[src/rtl/sync_filter_multi.sv]
// Multi-channel synchroniser for asynchronous inputs entering the CLK domain.
// Each channel has a flip-flop chain, a consecutive-sample glitch filter and registered edge pulses.
module sync_filter_multi #(
    parameter int              WIDTH    = 4,
    parameter int              STAGES   = 2,
    parameter int              FILT_LEN = 3,
    parameter logic [WIDTH-1:0] INIT    = {WIDTH{1'b0}}
) (
    input  logic             CLK,
    input  logic             aclr_i,
    input  logic [WIDTH-1:0] async_in,
    input  logic             filt_bypass,
    output logic [WIDTH-1:0] sync_raw,
    output logic [WIDTH-1:0] sync_out,
    output logic [WIDTH-1:0] rise,
    output logic [WIDTH-1:0] fall
);

    localparam int              CW      = (FILT_LEN > 1) ? $clog2(FILT_LEN) : 1;
    localparam logic [CW-1:0]   CNT_MAX = CW'(FILT_LEN - 1);

    generate
        if (STAGES < 2) begin : g_bad_stages
            $error("sync_filter_multi: STAGES must be at least 2");
        end
        if (FILT_LEN < 1 || FILT_LEN > 256) begin : g_bad_filt
            $error("sync_filter_multi: FILT_LEN must be in 1..256");
        end
    endgenerate

    logic [WIDTH-1:0] stage [STAGES];
    logic [CW-1:0]    cnt     [WIDTH];
    logic [CW-1:0]    cnt_nxt [WIDTH];
    logic [WIDTH-1:0] out_nxt;

    // Plain flop chain: only stage[0] can go metastable, nothing sits between stages.
    always_ff @(posedge CLK or posedge aclr_i) begin
        if (aclr_i) begin
            for (int n = 0; n < STAGES; n++) begin
                stage[n] <= INIT;
            end
        end else begin
            stage[0] <= async_in;
            for (int n = 1; n < STAGES; n++) begin
                stage[n] <= stage[n-1];
            end
        end
    end

    assign sync_raw = stage[STAGES-1];

    always_comb begin
        out_nxt = sync_out;
        for (int i = 0; i < WIDTH; i++) begin
            cnt_nxt[i] = '0;
            if (filt_bypass) begin
                out_nxt[i] = sync_raw[i];
            end else if (sync_raw[i] != sync_out[i]) begin
                if (cnt[i] == CNT_MAX) begin
                    out_nxt[i] = sync_raw[i];
                end else begin
                    cnt_nxt[i] = cnt[i] + CW'(1);
                end
            end
        end
    end

    // Edge pulses are registered from the next-state value so they align with the sync_out update.
    always_ff @(posedge CLK or posedge aclr_i) begin
        if (aclr_i) begin
            sync_out <= INIT;
            rise     <= '0;
            fall     <= '0;
            for (int i = 0; i < WIDTH; i++) begin
                cnt[i] <= '0;
            end
        end else begin
            sync_out <= out_nxt;
            rise     <= out_nxt & ~sync_out;
            fall     <= ~out_nxt & sync_out;
            for (int i = 0; i < WIDTH; i++) begin
                cnt[i] <= cnt_nxt[i];
            end
        end
    end

endmodule

[config.mk]
export PLATFORM = sky130hd
export DESIGN_NAME = sync_filter_multi
export DESIGN_NICKNAME = d
export VERILOG_FILES = /design/src/rtl/sync_filter_multi.sv
export SDC_FILE = /design/constraint.sdc
export NUM_CORES = 1
export LEC_CHECK = 0
export CAP_MARGIN = 20
export CORE_ASPECT_RATIO = 1.5
export CORE_UTILIZATION = 47
export CTS_CLUSTER_SIZE = 25
export DETAILED_ROUTE_END_ITERATION = 7
export PLACE_DENSITY = 0.77
export SETUP_SLACK_MARGIN = 0.5
export SYNTH_ARGS = -nofsm -noshare
export SYNTH_HDL_FRONTEND = slang
export SYNTH_SLANG_ARGS = --single-unit
[constraint.sdc]
create_clock -name CLK -period 1.2 [get_ports CLK]
set_input_delay 0.24 -clock CLK [delete_from_list [all_inputs] [get_ports CLK]]
set_output_delay 0.24 -clock CLK [all_outputs]
set_load 0.05 [all_outputs]
==> results of run 1 <==
==> Yosys cell counts <==
cell / count
xnor2_1: 4
a21oi_1: 4
nor2_1: 8
inv_1: 5
buf_4: 4
nor3b_1: 8
dfrtp_1: 28
mux2_1: 4
or3_1: 4
==> cells by family after synthesis <==
logic type / synth area share (%)
xor gates and xnor gates: 3.63
DFF: 72.6
muxes: 4.67
AOI/OAI and AO/OA: 2.08
and+or+nand+nor: 11.9
buffers and inverters: 5.06
==> through the flow <==
stage	TNS (ns)	setup slack (ns)
floorplan	0	0.0692
CTS	-0.228	-0.0547
global placement	-2.40	-0.211
detailed placement	-2.58	-0.237
==> timing repair <==
| item | in CTS |
|---|---|
| setup endpoints to repair | 36 |
| buffers inserted | 12 |
| pin swaps | 5 |
| gates resized for setup | 28 |
| hold endpoints to repair | 0 |
==> impl_results.md, run 1 <==
* Initial antenna violation count at 0
* DIE HEIGHT at approximately 57 µm
* Clock Tree Root: clkbuf_4
* Post-synthesis sequential area ratio at ~73%
* Error msg: [ERROR DPL-0033] detailed placement checks failed during check placement.
* CTS hold repair buffers at 0
* Row cnt at 19
* Placed Cells at around 120
* Hpwl dp at 1170 µm
* Port bufs at 22
* Longest Clk Path Bufs at 2
* Post-synth cell types at 9
* Mean post-synth cell area at around 14 µm²
* Final GP Congestion at about 0.63
* Synthesized netlist cell count at 69
* Syn_nets at between 70 and 80
* Yosys reg bits at 28
* Mapped Area at 965 µm²
* Num CTS Buffers at 3
* YS warnings at 0
* Initial core utilization at between 50% and 60%
* Top post-synthesis cells by area: dfrtp_1 73%, nor3b_1 6.2%, mux2_1 4.7%
* H-tree Lvls at 1
* Largest net degree at the start of global routing at 29
* Grt repair worst endpoint: sync_raw[0]
* Top-area cell type share of the netlist area at 72.6%
* Synth area leader: dfrtp_1
* Failed at: global routing (5_1_grt)
* Ports at 23
* Clk sinks at 28
* Placed cell areas at 1450 µm²
* Outcome: stopped before the end
* Die W at 39.0 µm
* Worst ep type: top-level output
==> run 2: changes to the inputs <==
- CORE_AREA: not set -> 2 2 63 65
- CORE_ASPECT_RATIO: 1.5 -> not set
- CORE_UTILIZATION: 47 -> not set
- CTS_CLUSTER_SIZE: 25 -> not set
- DIE_AREA: not set -> 0 0 65 67
- PLACE_DENSITY: 0.77 -> not set
- PLACE_DENSITY_LB_ADDON: not set -> 0.15
- SETUP_SLACK_MARGIN: 0.5 -> not set
==> impl_results.md, run 2 <==
* Outcome: complete, no violations
* Initial core utilization at 26.8% (-25 points)
* Syn_nets at 76 (unchanged)
* Post-synth top flop: dfrtp_1
* Ports at 23 (unchanged)
* Worst slew pin tran at between 0.3 and 0.4 ns
* Worst r2r path cells at 4
* Worst path arrival time at between 0.9 and 1 ns
* Unrepaired setup endpoints after global routing: true
* Top post-synthesis cells by area: dfrtp_1 73%, nor3b_1 6.2%, mux2_1 4.7%
* Asr flop ratio synth at 100% (unchanged)
* Yosys reg bits at 28 (unchanged)
* Crit start category: flop
* Total power at 2.17 mW
* DIE AREA at between 4000 and 5000 µm²
* Port bufs at 22 (unchanged)
* WS Path Type: reg -> out
* LEAKAGE at ~0.73 nW
* Mapped Area at 965 µm² (unchanged)
* ANT cells at 0
* Peak supply drop at between 400 and 500 µV
* Vias in the first global route at around 620
* DR iter-0 viols at 23
* Commonest cells post-synth: 28 x dfrtp_1, 8 x nor2_1, 8 x nor3b_1
* Clk sinks at 28 (unchanged)
* CTS tree: done
* Final GP Congestion at 0.696 (+9.9%)
* Core area at between 3000 and 4000 µm²
* Die W at 65 µm (+67%)
* Slack of the worst reg-to-reg path at around 0.080 ns
* First-pass GRT wire length at 2790 µm
* Via/cell ratio at around 3.9
* Power Density at 1350 nW/µm²
* Routed WL per cell at roughly 10 µm
* GR Util All Layers at between 8 and 9%
* Largest register FFs at 8
* CP Max Fanout at 2
* Post-synthesis sequential area ratio at 72.6% (unchanged)
* Final worst clock skew at between 0.0007 and 0.0008 ns
* Worst-skew pair later-pin latency at 0.27 ns
* Req. time, crit path at ~0.96 ns
* CTS clk-pin slew, worst paths at about 0.09 ns
* Mean post-synth cell area at 14.0 µm² (unchanged)
* Initial antenna violation count at 0
* Largest net degree at the start of global routing at 29
* H-tree Lvls at 1 (unchanged)
* Hpwl dp at 1090 µm (-6.7%)
* Tcrit/Tclk final at between 90% and 100%
* Row cnt at 22 (+3)
* Met1 global-route usage at about 10%
* DIE HEIGHT at 67 µm (+17%)
* Net Sw Power at 0.587 mW
* Crit. End Element: primary output
* Reg power frac at between 40% and 50%
* Post-route DRC at 0
* Vias at 612
* Drt total wl at 1640 µm
* Area grow syn2layout at 66.7%
* Synthesized netlist cell count at 69 (unchanged)
* Sw frac at roughly 27%
* Commonest non-fill, non-tap cell in the layout: dfrtp_1
* Grt total ovfl at 0
* Slew Viols, Final at 0
* Clock power share at about a quarter
* CTS hold repair buffers at 0 (unchanged)
* Layout Nets at approximately 120
* Post-synth cell types at 9 (unchanged)
* Hold Path Class: in -> async
* Count leader, synth: dfrtp_1
* Synth area leader: dfrtp_1
* Combinational cell fraction of total power at about a quarter
* Num CTS Buffers at 3 (unchanged)
* YS warnings at 0 (unchanged)
* Post-route ant nets at 0
* Layout Utilization at between 40% and 50%
* Setup violators final at 0
* Longest Clk Path Bufs at 2 (unchanged)
* Met3 Use GR at approximately 2.4%
* Clock Tree Root: clkbuf_8
* Fmax at about 850 MHz
* Top-area cell type share of the netlist area at 72.6% (unchanged)
* Max-cap violations at 0
* Commonest non-fill, non-tap cells in the layout: 24 x dfrtp_1, 17 x buf_12, 12 x buf_4
* Largest reg by FF count: cnt
* Pre-antenna DRT Iters at 4
* Min cycle time layout at roughly 1.2 ns
* GRT busiest layer: met2
* Worst rel slew slack at between 70% and 80%
* GRT met2 Usage at between 10 and 15%
* P_int at about 1.6 mW
* Post-synth EDFFs at 0 (unchanged)
* Fraction of layout cells with a size suffix above 1 at 41.7%
* Count of final hold-check violations at 0
## run 2: cell counts after synthesis
No cell type changed its count.
## run 2: logic make-up after synthesis
family	count (synthesis)	synth area share [%]
flops	28	72.6
simple gates	20	11.9
buf+inv	9	5.06
compound gates	4	2.08
xor+xnor	4	3.63
mux	4	4.67
## run 2: path summary, 6_finish.rpt
path | from | endpoint
setup / recovery | sync_raw[0]$_DFF_PP0_ | sync_raw[0]
hold / removal | aclr_i | cnt[0]$_DFF_PP0_
setup reg to reg | sync_raw[2]$_DFF_PP0_ | cnt[2]$_DFF_PP0_
hold reg to reg | stage[4]$_DFF_PP0_ | sync_raw[0]$_DFF_PP0_
max in group asynchronous | aclr_i | sync_out[2]$_DFF_PP0_
min in group CLK | stage[4]$_DFF_PP0_ | sync_raw[0]$_DFF_PP0_
## run 2: critical path: stages, from the launching register on
cell	delay (ns)
dfrtp_1	0.40
buf_6	0.13
buf_12	0.14
## run 2: stage by stage
step / setup slack, ns / setup TNS (ns) / hold WS [ns] / cells / cell area [µm²]
floorplan: 0.0624 / 0 / 0.271 / 69 / 970
global placement: -0.279 / -3.88 / 0.335 / 144 / 1460
detailed placement: -0.285 / -4.08 / 0.336 / 144 / 1460
CTS: -0.00133 / -0.00133 / 0.309 / 152 / 1550
global route: -0.0187 / -0.0315 / 0.329 / 156 / 1610
finish: 0.0224 / 0 / 0.306 / 156 / 1610
## run 2: timing repair
action	4_1_cts	5_1_grt
gates cloned	0	0
hold endpoints to repair	0	0
pin swaps	0	0
resized for setup	2	7
buffers inserted	4	4
endpoints found under the setup margin	4	15
## run 2: layout make-up
cell class / instances / area [µm²]
tap: 48 / 60.1
sequential: 28 / 706
clock buffer: 4 / 55.1
timing repair buffer: 39 / 538
multi-input combinational: 32 / 230
fill: 344 / 2000
inverter: 5 / 18.8
## run 2: per-layer routing
metal / wire length, µm / share of wire (%)
met1: 663 / 41
met2: 852 / 52
met3: 82 / 5.0
met4: 38 / 2.3
met5: 0 / 0
## run 2: power groups by stage
stage	Sequential [mW]	Combinational, mW	Clock [mW]
2_1_floorplan	1.19	0.133	0
3_3_place_gp	1.10	0.485	0
3_5_place_dp	1.10	0.489	0
4_1_cts	1.08	0.503	0.603
5_1_grt	1.09	0.546	0.626
6_report	1.08	0.516	0.569
No activity file was read; power rests on OpenSTA's default activity.
